===== config.mk =====
export PLATFORM = sky130hd
export DESIGN_NAME = spi_slave_rx
export DESIGN_NICKNAME = d
export VERILOG_FILES = /design/src/rtl/spi_pkg.sv /design/src/rtl/spi_sync.sv /design/src/rtl/spi_slave_rx.sv
export SDC_FILE = /design/constraint.sdc
export NUM_CORES = 1
export LEC_CHECK = 0
export BUFFER_PORTS_ARGS = -buffer_cell sky130_fd_sc_hd__buf_4
export CORE_ASPECT_RATIO = 0.7
export CORE_MARGIN = 1
export CORE_UTILIZATION = 51
export CTS_CLUSTER_DIAMETER = 80
export DETAILED_ROUTE_END_ITERATION = 6
export GPL_ROUTABILITY_DRIVEN = 1
export PLACE_DENSITY = 0.74
export SLEW_MARGIN = 0
export SYNTH_ARGS = -nofsm -noshare
export SYNTH_HDL_FRONTEND = slang
export SYNTH_SLANG_ARGS = --single-unit

===== constraint.sdc =====
create_clock -name clk -period 1.7 [get_ports clk]
set_input_delay 0.34 -clock clk [delete_from_list [all_inputs] [get_ports clk]]
set_output_delay 0.34 -clock clk [all_outputs]
set_load 0.05 [all_outputs]

===== src/rtl/spi_pkg.sv =====
// Shared definitions for the SPI link: frame width, counter sizing and the
// receiver FSM state encoding.
package spi_pkg;

   // Frame length shared with the SPI master (matches its din width).
   localparam int SPI_DATA_W = 12;

   // Bit counter must be able to hold the value SPI_DATA_W itself.
   localparam int SPI_CNT_W = $clog2(SPI_DATA_W + 1);

   // Receiver frame states.
   typedef enum logic [1:0] {
      ST_IDLE  = 2'd0,
      ST_SHIFT = 2'd1,
      ST_DONE  = 2'd2
   } spi_rx_state_t;

endpackage : spi_pkg


===== src/rtl/spi_sync.sv =====
// Single-bit multi-flop synchronizer with a configurable depth and reset
// value. STAGES must be at least 2.
module spi_sync #(
   parameter int   STAGES  = 2,
   parameter logic RST_VAL = 1'b0
) (
   input  logic clk,
   input  logic rst,
   input  logic d,
   output logic q
);

   logic [STAGES-1:0] ff;

   // Shift the asynchronous input through the flop chain.
   always_ff @(posedge clk or posedge rst) begin
      if (rst) begin
         ff <= {STAGES{RST_VAL}};
      end else begin
         ff <= {ff[STAGES-2:0], d};
      end
   end

   assign q = ff[STAGES-1];

endmodule : spi_sync


===== src/rtl/spi_slave_rx.sv =====
// SPI mode-0 slave receiver. Oversamples sclk/cs_n/mosi on the system clock,
// assembles one DATA_W-bit word per chip-select frame (MSB first) and offers
// it on a one-deep output register with overrun and short-frame flags.
//
// Output handshake: a word is transferred on a rising clk edge where
// dout_valid and dout_ready are both high. dout_valid never depends on
// dout_ready within the same cycle, and dout is stable while dout_valid is
// high and no transfer has happened.
module spi_slave_rx
   import spi_pkg::*;
#(
   parameter int DATA_W      = SPI_DATA_W,
   parameter int SYNC_STAGES = 2
) (
   input  logic              clk,
   input  logic              rst,
   input  logic              sclk,
   input  logic              cs_n,
   input  logic              mosi,
   output logic [DATA_W-1:0] dout,
   output logic              dout_valid,
   input  logic              dout_ready,
   output logic              overrun,
   output logic              frame_err,
   output spi_rx_state_t     dbg_state
);

   localparam int                 CNT_W    = $clog2(DATA_W + 1);
   localparam logic [CNT_W-1:0]   CNT_FULL = CNT_W'(DATA_W);
   localparam logic [CNT_W-1:0]   CNT_LAST = CNT_W'(DATA_W - 1);

   // Synchronized inputs and their one-cycle delayed copies.
   logic sclk_s, cs_s, mosi_s;
   logic sclk_d, cs_d;
   logic sclk_rise, cs_fall, cs_rise;

   // Post-reset settle window: the cs synchronizer starts at its idle value,
   // so a falling edge seen before the chain has flushed may be an artefact
   // of reset rather than a real frame start.
   logic [SYNC_STAGES:0] arm_sr;
   logic                 armed;

   // Receiver FSM state.
   spi_rx_state_t     state;
   logic [DATA_W-1:0] sr;
   logic [CNT_W-1:0]  cnt;
   logic [DATA_W-1:0] word_q;
   logic              load_req;

   spi_sync #(.STAGES(SYNC_STAGES), .RST_VAL(1'b0)) u_sync_sclk (
      .clk (clk),
      .rst (rst),
      .d   (sclk),
      .q   (sclk_s)
   );

   spi_sync #(.STAGES(SYNC_STAGES), .RST_VAL(1'b1)) u_sync_cs (
      .clk (clk),
      .rst (rst),
      .d   (cs_n),
      .q   (cs_s)
   );

   spi_sync #(.STAGES(SYNC_STAGES), .RST_VAL(1'b0)) u_sync_mosi (
      .clk (clk),
      .rst (rst),
      .d   (mosi),
      .q   (mosi_s)
   );

   // Delay flops for edge detection on the synchronized controls.
   always_ff @(posedge clk or posedge rst) begin
      if (rst) begin
         sclk_d <= 1'b0;
         cs_d   <= 1'b1;
      end else begin
         sclk_d <= sclk_s;
         cs_d   <= cs_s;
      end
   end

   // Arm frame detection only once the cs chain holds real samples.
   always_ff @(posedge clk or posedge rst) begin
      if (rst) begin
         arm_sr <= '0;
      end else begin
         arm_sr <= {arm_sr[SYNC_STAGES-1:0], 1'b1};
      end
   end

   assign armed     = arm_sr[SYNC_STAGES];
   assign sclk_rise = sclk_s & ~sclk_d;
   assign cs_fall   = cs_d & ~cs_s;
   assign cs_rise   = ~cs_d & cs_s;

   // Frame FSM: shift bits on sclk rising edges and hand a completed word
   // to the output stage one cycle after the final sample.
   always_ff @(posedge clk or posedge rst) begin
      if (rst) begin
         state     <= ST_IDLE;
         sr        <= '0;
         cnt       <= '0;
         word_q    <= '0;
         load_req  <= 1'b0;
         frame_err <= 1'b0;
      end else begin
         load_req  <= 1'b0;
         frame_err <= 1'b0;
         case (state)
            ST_IDLE: begin
               if (cs_fall && armed) begin
                  state <= ST_SHIFT;
                  sr    <= '0;
                  cnt   <= '0;
               end
            end
            ST_SHIFT: begin
               if (cnt == CNT_FULL) begin
                  // Word complete: capture it and request the load. If cs
                  // already rose (possibly together with the last sample),
                  // the frame is over and DONE would wait for nothing.
                  word_q   <= sr;
                  load_req <= 1'b1;
                  state    <= cs_s ? ST_IDLE : ST_DONE;
               end else if (sclk_rise) begin
                  // The sample is taken before a coincident cs rise is
                  // judged, so only a still-incomplete frame is an error.
                  sr  <= {sr[DATA_W-2:0], mosi_s};
                  cnt <= cnt + 1'b1;
                  if (cs_rise && (cnt != CNT_LAST)) begin
                     frame_err <= 1'b1;
                     state     <= ST_IDLE;
                  end
               end else if (cs_rise) begin
                  // An empty frame ends silently.
                  frame_err <= (cnt != '0);
                  state     <= ST_IDLE;
               end
            end
            ST_DONE: begin
               if (cs_rise) begin
                  state <= ST_IDLE;
               end
            end
            default: begin
               state <= ST_IDLE;
            end
         endcase
      end
   end

   // One-deep output register: load when empty or when the held word is
   // leaving this same cycle; otherwise drop the new word and flag overrun.
   always_ff @(posedge clk or posedge rst) begin
      if (rst) begin
         dout       <= '0;
         dout_valid <= 1'b0;
         overrun    <= 1'b0;
      end else begin
         overrun <= 1'b0;
         if (load_req) begin
            if (!dout_valid || dout_ready) begin
               dout       <= word_q;
               dout_valid <= 1'b1;
            end else begin
               overrun <= 1'b1;
            end
         end else if (dout_valid && dout_ready) begin
            dout_valid <= 1'b0;
         end
      end
   end

   assign dbg_state = state;

endmodule : spi_slave_rx


==> impl_metrics.csv <==
group,metric,value,unit
placement,preCtsSetupSlack,0.0705,ns
final_layout,fin_nets,210,
route,drc_errors,0,
clock_network,numCtsBuffers,9,
run_status,status,"finished, final reports clean",
power,net-switching-power,0.577,mW
route,drt_first_pass_iters,4,
route,routed_wl,3.93,mm
final_layout,num_antenna_cells,0,
power,p_leak,1.32,nW
synthesis,synth_nets,173,
sta,setup_violations,0,
final_layout,finalNonFillerCells,259,
synthesis,yosys_warnings,0,
power,clkPwrFrac,41.8,%
placement,gp_congestion,0.819,
power,finalPower,2.62,mW
setup_path,reg2reg_from,"cnt[1]",
final_layout,fillers,279,
clock_network,htreeDepth,3,
die,core_region_area,0.00407,sq mm
clock_network,cts-root-buf,"clkbuf_8",
sta,fin_crit_sh,93.6,%
route,viasPerCell,5.26,
route,drtIter0Drc,74,
synthesis,synthAdderAreaFrac,1.56,%
setup_path,reg2reg_depth,6,
synthesis,avgSynthCellArea,13.6,sq um
synthesis,synth_top_family_by_area,"multiplexers",
global_routing,grt_pass1_vias,1404,
placement,dp_hpwl,2.62,mm
synthesis,syn-cell-area,0.00225,sq mm
global_routing,grt_max_degree,25,
placement,io_buffers,22,
global_routing,grt_overflow,0,
sta,min_period,1.59,ns
clock_network,worstSkewPairLatency,0.32,ns
worst_hold_path,hold_path_class,"in -> async",
setup_path,cp_data_required_time,1.89,ns
power,p_comb_share,4.9,%
synthesis,synthCells,165,
job,max-cap-violations,0,
clock_network,clk_pin_slew_worst_paths,0.06,ns
die,dieArea,0.00468,sq mm
route,vias,1362,
global_routing,grt_usage,20.1,%
placement,dp_cells,243,
die,dieWidth,81.4,microns
synthesis,synth_largest_area_cell,"dfrtp_1",
die,num_rows,19,
die,start_util,55.3,%
sta,fin_setup_tns,0,ns
route,antenna_left,0,
setup_path,end_kind,"flip-flop",
synthesis,synthMuxAreaShare,17.9,%
sta,fin_ws,0.109,ns
synthesis,synth_area_leaders,"dfrtp_1 (60%), mux2_2 (8.0%), mux2i_1 (5.3%)",
power,sequentialPowerShare,53.4,%
setup_path,critical_path_class,"reg -> reg",
synthesis,synth.top_cell.area_share,60.1,%
setup_path,startpoint_type,"flip-flop",
clock_network,clockBufferDepth,2,
power,worst_ir_drop_vdd,0.662,mV
global_routing,antenna_found_initial,0,
power,swShare,22.0,%
synthesis,ys_ff_latch,57,
power,power.density,952,mW/mm^2
global_routing,grt_pass1_wl,6.66,mm
synthesis,synth_xor_area_share,0,%
synthesis,yosysSeqAreaShare,63.6,%
setup_path,worst_ep_arrival_time,1.78,ns
final_layout,multi_input_area,744,sq um
power,internal_power,2.04,mW
clock_network,post_cts_buffers,0,
sta,skew,0.00340,ns
synthesis,synth_cell_types,36,
final_layout,area_growth,22.2,%
setup_path,r2r-end,"word_q[0]",
sta,hold_viol,0,
final_layout,drive_gt1_share,35.7,%
synthesis,synth_compound_area_share,4.12,%
die,fp.dieH,57.6,microns
sta,fmax,628,MHz
sta,drv_slew,0,
setup_path,worstPathMaxFanout,13,
clock_network,ctsHoldBuffers,0,
clock_network,post_cts_resized,0,
clock_network,cts_tree,"done",
setup_path,reg2reg_slack,0.11,ns
route,wl_per_cell,15.2,microns
synthesis,synth_simple_gate_area_share,8.84,%
die,io_pins,23,
sta,grt_setup_unrepaired,"false",
final_layout,seq_area,0.00143,sq mm
clock_network,clock_sinks,57,
-- cell families (layout without fill, tap and decap cells) --
logic type	count (synthesis)	after routing
DFF	57	57
muxes	37	37
and+or+nand+nor	35	35
buffers and inverters	19	61
AOI/OAI and AO/OA	13	13
adders and majority gates	3	3
other	1	1
-- cells in the mapped netlist --
cell / n
nand2b_1: 2
clkbuf_1: 1
and2b_2: 1
mux2_2: 16
buf_6: 2
nor3_4: 1
o31ai_1: 1
nand2_1: 16
nand4_1: 1
nor3_1: 1
nor2_1: 4
nand3b_1: 1
ha_1: 2
dfrtp_1: 54
nor2b_1: 1
nand3_2: 1
dfstp_2: 3
a31oi_1: 1
o2bb2ai_1: 1
buf_2: 1
nand2_2: 1
mux2i_1: 12
o21ba_2: 1
mux2_1: 9
nand2b_2: 1
nand3_1: 1
o21ai_2: 1
maj3_1: 1
and3_4: 1
a21oi_1: 3
o21ai_0: 2
conb_1: 1
inv_1: 15
a22o_1: 3
nor2_4: 1
nor2b_2: 1
-- worst max-delay path by stage --
stage | start | end | slack [ns] | cells past startpoint
finish | cnt[1] | word_q[0] | 0.11 | 6
global route | cnt[1] | word_q[1] | 0.04 | 6
CTS | cnt[1] | word_q[0] | 0.06 | 6
detailed placement | cnt[1] | word_q[0] | 0.07 | 6
global placement | cnt[0] | word_q[7] | 0.18 | 6
floorplan | dbg_state[1] | word_q[0] | 0.06 | 4
-- layout by cell type (no fill, tap or decap), types with 2 or more instances in the layout --
| cell type | count |
|---|---|
| clkbuf_8 | 11 |
| dfstp_2 | 3 |
| buf_4 | 26 |
| a22o_1 | 3 |
| nand2_1 | 16 |
| clkinvlp_4 | 2 |
| nand2b_1 | 2 |
| mux2_2 | 16 |
| mux2_1 | 9 |
| dfrtp_1 | 54 |
| inv_1 | 14 |
| nor2_1 | 4 |
| buf_12 | 4 |
| mux2i_1 | 12 |
| a21oi_1 | 3 |
| o21ai_0 | 2 |
| clkbuf_1 | 3 |
-- worst max-delay path, stage by stage (launching register included) --
cell and delay [ns]:
dfrtp_1 0.40, inv_1 0.13, ha_4 0.16, nand3_2 0.12, nor2_4 0.15, buf_12 0.15, mux2_1 0.34
-- power groups by stage --
stage	registers [mW]	clock network [mW]	logic, mW
after global placement	1.42	0	0.120
after floorplan	1.42	0	0.0738
after detailed placement	1.42	0	0.124
after CTS	1.40	1.12	0.124
final	1.40	1.09	0.128
after global routing	1.40	1.19	0.143
-- registers in the layout (all words and copies together), names as in the netlist --
| register | count |
|---|---|
| overrun | 1 |
| dout | 12 |
| load_req | 1 |
| u_sync_sclk.ff | 2 |
| arm_sr | 3 |
| sr | 12 |
| cnt | 4 |
| cs_d | 1 |
| sclk_d | 1 |
| u_sync_mosi.ff | 2 |
| dbg_state | 2 |
| u_sync_cs.ff | 2 |
| dout_valid | 1 |
| word_q | 12 |
| frame_err | 1 |
-- metrics by stage --
stage | area (sq um) | util [%] | hold WS, ns
after floorplan | 2250 | - | 0.331
after global placement | 2560 | 63.0 | 0.332
after detailed placement | 2560 | 63.0 | 0.335
after CTS | 2740 | 67.3 | 0.0229
after global routing | 2750 | 67.7 | 0.0394
final | 2750 | 67.7 | 0.0226
-- metal layers --
layer	global-route usage (%)	routed length (microns)	part of all wire (%)
met1	25.5	1770	45
met2	30.7	1930	49
met3	8.00	221	5.6
met4	8.67	22	0.56
met5	0	0	0
-- final cells by class --
type                    count  share of cell area, %
inverters                  15                   2.18
clock buffers              14                   5.91
clock inverters             2                  0.455
repair buffers             30                   10.0
flip-flops and latches     57                   52.0
multi-input cells          89                   27.1
well taps                  52                   2.37
No activity file was read; power rests on OpenSTA's default activity.
